### config.mk
export PLATFORM = sky130hd
export DESIGN_NAME = pwm_capture
export DESIGN_NICKNAME = d
export VERILOG_FILES = /design/src/rtl/pwm_capture.sv
export SDC_FILE = /design/constraint.sdc
export NUM_CORES = 1
export LEC_CHECK = 0
export BUFFER_PORTS_ARGS = -buffer_cell sky130_fd_sc_hd__buf_2
export CORE_UTILIZATION = 56
export DETAILED_ROUTE_END_ITERATION = 8
export PLACE_DENSITY = 0.77
export SLEW_MARGIN = 20
export SYNTH_ARGS = -nofsm -noshare
export SYNTH_HDL_FRONTEND = slang
export SYNTH_SLANG_ARGS = --single-unit
### constraint.sdc
create_clock -name CLK -period 3.65 [get_ports CLK]
set_input_delay 0.73 -clock CLK [delete_from_list [all_inputs] [get_ports CLK]]
set_output_delay 0.73 -clock CLK [all_outputs]
set_load 0.01 [all_outputs]
### src/rtl/pwm_capture.sv
// pwm_capture: measures an external PWM waveform in CLK cycles.
// Publishes high time (Count_D), period (Count_P) and floor(Count_D*100/Count_P)
// via a restoring divider that produces one quotient bit per cycle.
// A static input (no rising edge for TIMEOUT cycles) publishes period 0 with
// duty 100 or 0 according to the held level.
module pwm_capture #(
    parameter logic [23:0] TIMEOUT  = 24'd12_000_000,
    parameter int          DIV_BITS = 31
) (
    input  logic        CLK,
    input  logic        Rst,
    input  logic        PWM_In,
    output logic [23:0] Count_D,
    output logic [23:0] Count_P,
    output logic [7:0]  Duty,
    output logic        Duty_Valid,
    output logic        Busy
);

    typedef enum logic {
        S_WAIT,
        S_RUN
    } state_t;

    localparam int               CNT_W   = $clog2(DIV_BITS + 1);
    localparam logic [CNT_W-1:0] ITERS   = CNT_W'(DIV_BITS);
    localparam logic [23:0]      CNT_MAX = 24'hFFFFFF;

    // Input conditioning
    logic sync1_q, sync2_q, sync_dly_q;
    logic rise, level;

    // Measurement counters
    logic [23:0] per_cnt_q, per_cnt_d;
    logic [23:0] hi_cnt_q, hi_cnt_d;

    // Measurement FSM
    state_t state_q, state_d;
    logic   timeout_hit, capture, timeout_pub;

    // Divider
    logic                div_busy_q;
    logic [CNT_W-1:0]    div_cnt_q;
    logic [23:0]         div_rem_q, div_rem_d;
    logic [23:0]         div_den_q;
    logic [DIV_BITS-1:0] div_quo_q, div_quo_d;
    logic [DIV_BITS-1:0] dividend;
    logic [24:0]         rem_shift;
    logic                rem_ge;
    logic                div_last;

    // Published results
    logic [23:0] count_d_q, count_p_q;
    logic [7:0]  duty_q;
    logic        valid_q;

    // Two-flop synchroniser plus a delayed copy for rising-edge detection.
    // NOTE: sequential state uses non-blocking assignments so every flop samples pre-edge values.
    always_ff @(posedge CLK) begin
        if (Rst) begin
            sync1_q    <= 1'b0;
            sync2_q    <= 1'b0;
            sync_dly_q <= 1'b0;
        end else begin
            sync1_q    <= PWM_In;
            sync2_q    <= sync1_q;
            sync_dly_q <= sync2_q;
        end
    end

    assign level = sync2_q;
    assign rise  = sync2_q & ~sync_dly_q;

    // Counter next-state: restart at 1 on a rise, otherwise count up and saturate.
    // NOTE: every variable gets a default first so no path through the block infers a latch.
    always_comb begin
        per_cnt_d = per_cnt_q;
        hi_cnt_d  = hi_cnt_q;
        if (rise) begin
            per_cnt_d = 24'd1;
            hi_cnt_d  = 24'd1;
        end else begin
            if (per_cnt_q != CNT_MAX) per_cnt_d = per_cnt_q + 24'd1;
            if (level && (hi_cnt_q != CNT_MAX)) hi_cnt_d = hi_cnt_q + 24'd1;
        end
    end

    // Period and high-time counter registers.
    always_ff @(posedge CLK) begin
        if (Rst) begin
            per_cnt_q <= 24'd0;
            hi_cnt_q  <= 24'd0;
        end else begin
            per_cnt_q <= per_cnt_d;
            hi_cnt_q  <= hi_cnt_d;
        end
    end

    assign timeout_hit = (per_cnt_q == TIMEOUT);

    // Measurement FSM next state: a rise always wins over a coincident timeout.
    always_comb begin
        state_d     = state_q;
        capture     = 1'b0;
        timeout_pub = 1'b0;
        case (state_q)
            S_WAIT: begin
                // The period ending at the first edge is partial, so it is never published.
                if (rise) begin
                    state_d = S_RUN;
                end else if (timeout_hit) begin
                    timeout_pub = 1'b1;
                end
            end
            S_RUN: begin
                if (rise) begin
                    // A rise while the divider is busy only restarts the counters.
                    capture = ~div_busy_q;
                end else if (timeout_hit) begin
                    timeout_pub = 1'b1;
                    state_d     = S_WAIT;
                end
            end
            default: state_d = S_WAIT;
        endcase
    end

    // Measurement FSM state register.
    always_ff @(posedge CLK) begin
        if (Rst) state_q <= S_WAIT;
        else     state_q <= state_d;
    end

    // One restoring-division step: shift the next dividend bit into the remainder.
    assign dividend  = DIV_BITS'(hi_cnt_q) * DIV_BITS'(7'd100);
    assign rem_shift = {div_rem_q, div_quo_q[DIV_BITS-1]};
    assign rem_ge    = (rem_shift >= {1'b0, div_den_q});
    // When rem_ge holds the true difference is below the divisor, so 24 bits suffice.
    assign div_rem_d = rem_ge ? (rem_shift[23:0] - div_den_q) : rem_shift[23:0];
    assign div_quo_d = {div_quo_q[DIV_BITS-2:0], rem_ge};
    assign div_last  = div_busy_q && (div_cnt_q == CNT_W'(1));

    // Divider control: load on capture, iterate while busy, abort on timeout.
    always_ff @(posedge CLK) begin
        if (Rst) begin
            div_busy_q <= 1'b0;
            div_cnt_q  <= '0;
            div_rem_q  <= 24'd0;
            div_den_q  <= 24'd0;
            div_quo_q  <= '0;
        end else if (timeout_pub) begin
            div_busy_q <= 1'b0;
        end else if (capture) begin
            div_busy_q <= 1'b1;
            div_cnt_q  <= ITERS;
            div_rem_q  <= 24'd0;
            div_den_q  <= per_cnt_q;
            div_quo_q  <= dividend;
        end else if (div_busy_q) begin
            div_rem_q <= div_rem_d;
            div_quo_q <= div_quo_d;
            div_cnt_q <= div_cnt_q - CNT_W'(1);
            if (div_last) div_busy_q <= 1'b0;
        end
    end

    // Published outputs: counts at capture, duty when the divider finishes, or a timeout set.
    always_ff @(posedge CLK) begin
        if (Rst) begin
            count_d_q <= 24'd0;
            count_p_q <= 24'd0;
            duty_q    <= 8'd0;
            valid_q   <= 1'b0;
        end else begin
            valid_q <= 1'b0;
            if (timeout_pub) begin
                count_d_q <= 24'd0;
                count_p_q <= 24'd0;
                duty_q    <= level ? 8'd100 : 8'd0;
                valid_q   <= 1'b1;
            end else begin
                if (capture) begin
                    count_p_q <= per_cnt_q;
                    count_d_q <= hi_cnt_q;
                end
                // Count_D <= Count_P, so the quotient is at most 100 and fits 8 bits.
                if (div_last) begin
                    duty_q  <= div_quo_d[7:0];
                    valid_q <= 1'b1;
                end
            end
        end
    end

    assign Count_D    = count_d_q;
    assign Count_P    = count_p_q;
    assign Duty       = duty_q;
    assign Duty_Valid = valid_q;
    assign Busy       = div_busy_q;

endmodule

==> results.md <==
- The number of placement rows is between 50 and 60.
- The most used flip-flop cell after synthesis is dfxtp_1.
- Setup violations remaining at the end of the flow were counted as 0.
- The mean cell area of the mapped netlist is 8.35 sq um.
- The total power of the final layout is 4.20 mW.
- The biggest area consumer among synthesized cells is dfxtp_1.
- The count of flip-flops with a built-in enable after synthesis is 0.
- The data arrival time of the critical path is approximately 3900 ps.
- The final weighted congestion in routability-driven placement is 0.920.
- The detailed router finished its first iteration with 830 violations.
- The worst path in the final design needs a cycle of 3540 ps, including I/O delays and setup.
- The number of max-slew violations in the final report is 0.
- During placement, the flow inserted port buffers numbering 60.
- The share of the Yosys chip area taken by registers is 0.346.
- The die area is 20,600 sq um.
- The initial core utilization is 0.575.
- The adder and majority gate portion of the synthesized area is 0.153.
- Counting flops with an async set or reset pin after synthesis yields a share of 0.
- The number of distinct library cells after synthesis is 78.
- The HPWL reported at the end of detailed placement is 18,900 microns.
- Clock skew on the completed layout was measured at around 12 ps.
- The share of layout cells above drive strength 1 is 0.138.
- The growth of design area from synthesis to finish is 13.7%.
- Entering global routing, the biggest net connects 60 pins.
- The run finished with clean final reports.
- The internal power of the cells is 3.21 mW.
- The die is around 140 microns tall.
- The final routed wire length divided by cell count is 15.7 microns.
- The min-delay analysis places its worst path in the category register to register.
- Measured against the total synthesized area, the mux share comes to 0.0206.
- At the later pin of the worst-skew pair, clock insertion delay measures 450 ps.
- On the final layout, the worst hold slack is 442 ps.
- Counting every net in the synthesized netlist gives 1,472.
- The share of total power in the clock network is 0.463.
- Of the available clock period, the critical path in the final layout requires 0.970.
- Fill cells in the final layout number between 1,500 and 2,000.
- The cell total after placement is 1,652.
- The gate count of the mapped netlist is between 1,000 and 1,500.
- The launching element type of the critical path is a register.
- Leaving out fill and tap cells, the most frequent cell in the layout is nand2_1.
- The post-route cell area is 12,800 sq um.
- The leakage power figure is 5.64 nW.
- The number of antenna violations at the first check in global routing is 0.
- Of the total synthesized cell area, the portion taken by XOR and XNOR cells is 0.0663.
- Sorting the synthesized cells by area gives the leading types as dfxtp_1 35%, ha_1 12%, nand2_1 6.8%.
- The remaining design rule violation count is 0.
- The total via count in the routed design is 9,520.
- The first-pass GRT wire length is between 40,000 and 50,000 microns.
- The share of total power dissipated in combinational logic is 0.029.
- Across the run, the number of max-cap violations was 0.
- The total global routing track utilization is 0.264.
- Clock tree synthesis inserted a total of 17 buffers.
- The register cell area after layout is 3890 sq um.
- After synthesis the netlist holds a flip-flop and latch count of 194.
- The peak clock frequency supported by timing is 282 MHz.
- The TritonCTS clock tree is done.
- The share of synthesized area in the top cell type comes to 0.346.
- The post-layout net count is about 1,500.
- The count of antenna-violating nets left after detailed routing is 0.
- The floorplan step defined a core boundary enclosing 19,500 sq um.
- The capturing element type of the critical path is a register.
- The pin slew with the least headroom to its limit is 907 ps.
- The worst voltage drop across the vdd grid is 0.000282 V.
- The area of the multi-input gates is 6800 sq um.
- The main combinational cell family by area after synthesis is simple AND/OR/NAND/NOR gates.
- The filler-free cell count of the finished design is about 1,700.
- Clock tree synthesis found a total of 194 sinks.
- Along the worst path, the maximum fanout reaches 4.
- The die width is 144 microns.
- The worst pin sits at a relative slew slack of 0.394.
- The remaining global-route overflow is 0.
- The tree is rooted in a clkbuf_16.
- The via-per-instance ratio is 5.64.
- The deepest clock path buffer count is 2.
- The top cell types in the final layout, fill and taps aside, are 203 x nand2_1, 189 x dfxtp_1, 127 x inv_1.
- The CTS H-tree depth is 4.
- The data required time of the worst path is around 4000 ps.
- For this design the top-level I/O count stands at 61.
- The cell area after placement is ~12,000 sq um.
- The final count of hold timing violations is 0.
- The total of warnings raised by yosys is 0.
- The via count of the first global-routing pass is 9,071.
- In this run the power density over the cells is 329 nW/um^2.
- Clock-pin slew was measured on the worst setup and hold paths at about 70 ps.
- The antenna diode instance count is 0.
- The area fraction in compound gates after synthesis is 0.172.
- The total length of routed wires is 26,500 microns.
- The path type of the worst setup path is register to register.
- The simple-gate portion of the synthesized area is 0.178.
- Summed over all nets, the switching power comes to between 0.9 and 1 mW.
- The detailed-routing iteration count for the pre-antenna-repair pass is 5.
- The share of total power in sequential cells is 0.508.
- Of the total power, the share spent switching nets is 0.235.
- The utilization after layout is 0.654.
- The mapped cell area is around 11,000 sq um.
## registers in the layout, summed over array words and instances, names as in the netlist
signal / count
Duty_Valid: 1
Duty: 8
div_rem_q: 24
level: 1
div_den_q: 24
div_quo_q: 31
Count_P: 24
state_q: 1
Busy: 1
sync_dly_q: 1
Count_D: 24
hi_cnt_q: 24
sync1_q: 1
per_cnt_q: 24
div_cnt_q: 5
## power groups by stage
stage	clock (mW)	sequential, mW	combinational, mW
3_5_place_dp	0	2.19	0.118
5_1_grt	2.06	2.14	0.131
6_report	1.94	2.14	0.120
2_1_floorplan	0	2.18	0.0819
3_3_place_gp	0	2.19	0.115
4_1_cts	1.96	2.14	0.119
## worst paths after layout
path                             from                          to  slack (ps)  cells after the start
min                sync1_q$_SDFF_PP0_            level$_SDFF_PP0_         440                      1
min reg2reg        sync1_q$_SDFF_PP0_            level$_SDFF_PP0_         440                      1
max reg2reg  hi_cnt_q[6]$_SDFFE_PP0P_  div_quo_q[30]$_SDFFE_PP0P_         110                     14
max          hi_cnt_q[6]$_SDFFE_PP0P_  div_quo_q[30]$_SDFFE_PP0P_         110                     14
## logic make-up after synthesis
| logic type | Yosys count |
|---|---|
| buffers and inverters | 187 |
| AO/OA/AOI/OAI | 287 |
| AND/OR/NAND/NOR | 443 |
| multiplexers | 23 |
| flip-flops | 194 |
| XOR/XNOR | 85 |
| adder cells (fa/ha/maj) | 125 |
## timing repair
action	CTS	global route
setup endpoints to repair	4	13
pin swaps	4	19
hold buffers	0	0
gates cloned	0	0
setup buffers	2	2
gates resized for setup	7	26
## metal layers
metal | routed length, microns | share of wire | GRT usage | vias up
li1 | - | - | - | 4725
met1 | 11500 | 0.43 | 0.322 | 4515
met2 | 13200 | 0.50 | 0.464 | 235
met3 | 1080 | 0.041 | 0.0470 | 45
met4 | 663 | 0.025 | 0.0929 | 0
met5 | 0 | 0 | 0 | -
## through the flow
step / worst slack, ps / TNS [ps]
final: 109 / 0
after global routing: -7.97 / -14.2
after CTS: 0.237 / 0
after detailed placement: -88.9 / -185
after global placement: -74.9 / -114
after floorplan: 22.0 / 0
## layout make-up
class	count	area share
multi-input cells	963	0.533
flip-flops and latches	194	0.305
repair buffers	106	0.0509
inverters	128	0.0377
clock buffers	19	0.0347
well taps	265	0.0260
clock inverters	13	0.0129
## synthesized netlist by cell type, types with 6 or more instances
master    count
a211oi_1      7
a21o_1       16
or3_1         7
ha_1        105
o211ai_1      6
a222oi_1     15
nand3_1      21
nand2_1     203
fa_1         20
nand4_1      17
o21ai_1      27
nor2_1      122
dfxtp_1     194
xnor2_1      50
o21ai_0      15
and4_1        7
nor2b_1       6
mux2i_1      22
and3_1       10
o21bai_1      7
nor3_1       15
a21oi_1     122
clkbuf_1     48
xor2_1       35
buf_2         6
a31oi_1      10
inv_1       128
a22oi_1       7
nand2b_1      6
## critical path: stages (launching register included)
cell       delay [ps]
dfxtp_2           340
ha_1              310
ha_1              280
inv_1              50
fa_1              490
inv_1              40
ha_1              240
a2111oi_4         390
o21ai_2           120
a21oi_2           190
a21oi_2           100
a221oi_2          290
o21ai_1           130
xnor2_1           130
a2111oi_1         320
(Power assumes the default switching activity.)
